**src/rtl/tt3_settle_timer.sv**
```systemverilog
// Settle-window down counter: holds a row steady for a programmable number of cycles.
// Latency: load takes effect on the next edge; expired is combinational from the count.
// Backpressure: none; counts whenever enabled, parks at zero.
//
// Ports:
//   clk, rst   clock, asynchronous active-high reset
//   load       load load_val into the counter (wins over en)
//   load_val   8-bit reload value
//   en         decrement by one while non-zero
//   expired    count has reached zero
//   count      current counter value
module tt3_settle_timer (
    input  logic       clk,
    input  logic       rst,
    input  logic       load,
    input  logic [7:0] load_val,
    input  logic       en,
    output logic       expired,
    output logic [7:0] count
);

    always_ff @(posedge clk or posedge rst) begin
        if (rst) begin
            count <= 8'd0;
        end else if (load) begin
            count <= load_val;
        end else if (en && (count != 8'd0)) begin
            count <= count - 8'd1;
        end
    end

    assign expired = (count == 8'd0);

endmodule

```
**config.mk**
```make
export PLATFORM = sky130hd
export DESIGN_NAME = tt3_settle_timer
export DESIGN_NICKNAME = d
export VERILOG_FILES = /design/src/rtl/tt3_settle_timer.sv
export SDC_FILE = /design/constraint.sdc
export NUM_CORES = 1
export LEC_CHECK = 0
export ABC_AREA = 1
export BUFFER_PORTS_ARGS = -buffer_cell sky130_fd_sc_hd__buf_2
export CAP_MARGIN = 15
export CORE_MARGIN = 4
export CORE_UTILIZATION = 48
export DETAILED_ROUTE_END_ITERATION = 8
export PLACE_DENSITY = 0.76
export SYNTH_ARGS = -nofsm -noshare
export SYNTH_HDL_FRONTEND = slang
export SYNTH_SLANG_ARGS = --single-unit
```
**constraint.sdc**
```tcl
create_clock -name clk -period 1.7 [get_ports clk]
set_clock_uncertainty 0.05 [all_clocks]
set_input_delay 0.17 -clock clk [delete_from_list [all_inputs] [get_ports clk]]
set_output_delay 0.17 -clock clk [all_outputs]
set_load 0.05 [all_outputs]
```
==> impl_metrics.env <==
export IMPL_outcome="complete, no violations"
export IMPL_chipWidth_um=44.3
export IMPL_grt_start_max_net_pins=13
export IMPL_path_delay_family="flip-flops"
export IMPL_grt_ovfl_total=0
export IMPL_first_iter_violations=17
export IMPL_timing_final_hold_violations=0
export IMPL_tightestPinTransition_ns=0.344
export IMPL_rsz0062_at_grt="false"
export IMPL_grt_pass1_vias=622
export IMPL_finalPower_w=0.000818
export IMPL_globalplace_congestion=0.786
export IMPL_cp_required_ns=1.48
export IMPL_ir_drop_mv=0.619
export IMPL_htreeDepth=1
export IMPL_wl_um=1560
export IMPL_numCtsBuffers=3
export IMPL_path_buf_inv=2
export IMPL_drc_errors=0
export IMPL_synth_top_area_cell="dfrtp_1"
export IMPL_ys_seq_elements=8
export IMPL_syn_cell_area_um2=633
export IMPL_worst_slack_ns=0.103
export IMPL_end_kind="output pin"
export IMPL_cts_root_buffer="clkbuf_4"
export IMPL_dr_pass1_iters=4
export IMPL_crit_type="flop to output pin"
export IMPL_fmax_mhz=626
export IMPL_largest_register_ffs=8
export IMPL_maxSlewHeadroom_pct=77.0
export IMPL_dieArea_um2=1960
export IMPL_synth_cell_types=19
export IMPL_max_cap_viol_count=0
export IMPL_core_area_um2=1170
export IMPL_cp_depth=5
export IMPL_antenna_found_initial=0
export IMPL_rows=12
export IMPL_via_count=661
export IMPL_regToRegSetupSlack_ns=0.20
export IMPL_reg2reg_depth=7
export IMPL_synth_avg_cell_area_um2=6.96
export IMPL_fin_crit_sh_pct=93.9
export IMPL_fin_crit_ns=1.60
export IMPL_io_buffers=20
export IMPL_crit_path_top_delay_cell="dfrtp_2"
export IMPL_final_max_slew_violation_count=0
export IMPL_antenna_cells=0
export IMPL_nets=130
export IMPL_tns_ns=0
export IMPL_setup_viol=0
export IMPL_hold_class="input port to flop"
export IMPL_syn2layout_area_growth_pct=26.5
export IMPL_fin_util_pct=68.4
export IMPL_worstSetupStartpoint="count[1]"
export IMPL_initial_core_util_pct=54.1
export IMPL_cts_sinks=8
export IMPL_wl_per_cell_um=12.1
export IMPL_yosys_area_top_type_share_pct=31.6
export IMPL_reg2reg_from="count[1]"
export IMPL_r2r_end="count[4]"
export IMPL_top_register="count"
export IMPL_clockBufferDepth=2
export IMPL_die_y_um=44.3
export IMPL_synth_seq_area_share_pct=31.6
export IMPL_cp_arrival_ns=1.38
export IMPL_place_ws_ns=0.177
export IMPL_io_pins=21
export IMPL_tritoncts="built"
export IMPL_clk_pin_slew_ns=0.06
export IMPL_synth_area_leaders="dfrtp_1 32%, nand2_1 18%, nand3_1 11%"
export IMPL_endpoint="expired"
export IMPL_viasPerCell=5.12
export IMPL_synth_cells=91
export IMPL_yosysWarnings=0
export IMPL_slowest_delay_ns=0.41
export IMPL_grt_pass1_wl_um=2630
export IMPL_clk_latency_ns=0.27
export IMPL_power_density_nw_per_um2=1020
export IMPL_crit_path_start_kind="flop"
export IMPL_ant_nets=0
export IMPL_gr_usage_all_layers_pct=18.6
export IMPL_cp_max_fo=3
export IMPL_dp_hpwl_um=1170
export IMPL_p_leak_nw=0.436
export IMPL_largestRegisters="count: 8 flops"
export IMPL_drive_gt1_share_pct=33.9
export IMPL_crit_path_cell_trace="inv_1 > ha_1 > nand2_2 > nor2_4 > buf_4"
export IMPL_synth_fp_nets=105
[synthesized netlist by cell type (all sizes together)]
cell type,n
buf,1
clkbuf,1
dfrtp,8
ha,2
inv,11
nand2,32
nand3,15
nand4,1
nor2,8
nor3,1
o21ai,8
or2,1
xnor2,2
[area by class of cell]
| type | count | area [um^2] |
|---|---|---|
| timing repair buffer | 22 | 120 |
| tap | 14 | 17.5 |
| sequential | 8 | 203 |
| fill | 99 | 370 |
| multi-input combinational | 70 | 393 |
| inverter | 11 | 41.3 |
| clock buffer | 4 | 26.3 |
[cell families (layout without fill, tap and decap cells)]
group | Yosys count | count (layout) | synth area share (%)
AO/OA/AOI/OAI | 8 | 8 | 9.88
XOR/XNOR | 2 | 2 | 2.77
adder cells (fa/ha/maj) | 2 | 2 | 3.95
buffers and inverters | 13 | 37 | 7.90
flip-flops | 8 | 8 | 31.6
AND/OR/NAND/NOR | 58 | 58 | 43.9
[worst min-delay path by stage]
stage                     start       end  cells after the start
detailed placement          rst  count[3]                      2
finish              load_val[3]  count[3]                      3
global route        load_val[3]  count[3]                      3
floorplan                   rst  count[2]                      1
global placement            rst  count[3]                      2
CTS                 load_val[3]  count[3]                      3
[worst reg2reg max path: stages, from the launching register on]
cell and delay [ns]:
dfrtp_2 0.41, inv_1 0.11, ha_1 0.17, nand2_2 0.11, o21ai_4 0.26, nand2_4 0.13, nand2_1 0.10, o21ai_2 0.05
[placed cells by master, fill, tap and decap left out]
cell and n:
o21ai_0 4, nor2_1 5, nand4_1 1, clkbuf_4 3, dlygate4sd3_1 1, nand3_1 14, nand2_2 1, nor3_1 1
xnor2_1 2, dfrtp_2 2, clkbuf_1 1, nand2_1 29, inv_2 1, nand2_4 2, nor2_4 3, o21ai_4 1
buf_2 19, dfrtp_1 6, inv_1 10, o21ai_2 3, nand3_2 1, or2_2 1, ha_1 2, buf_4 2
[report_power, final]
| part | total [W] | internal [W] | switching [W] | leakage [nW] |
|---|---|---|---|---|
| sequential | 0.000273 | 0.000223 | 0.0000504 | 0.0950 |
| combinational | 0.000378 | 0.000115 | 0.000263 | 0.326 |
| clock | 0.000167 | 0.0000906 | 0.0000765 | 0.0150 |
[repair_timing]
item / 4_1_cts / 5_1_grt
resized for setup: 1 / 1
hold buffers: 1 / 0
endpoints found under the hold margin: 8 / 0
setup buffers: 0 / 0
setup endpoints to repair: 1 / 1
[routing by layer]
layer	vias to the layer above	GRT usage, %	part of all wire [%]
li1	338	-	-
met1	301	23.1	45
met2	17	27.9	47
met3	5	6.50	6.1
met4	0	10.2	1.9
met5	-	0	0
[per-stage QoR]
step                hold slack (ns)  area, um^2  cells
detailed placement           0.0959         759    124
finish                       0.0746         801    129
global route                 0.0811         801    129
global placement             0.0885         759    124
CTS                          0.0771         798    129
floorplan                   -0.0645         643     91
Note: power is estimated with default switching activity, not from simulation.
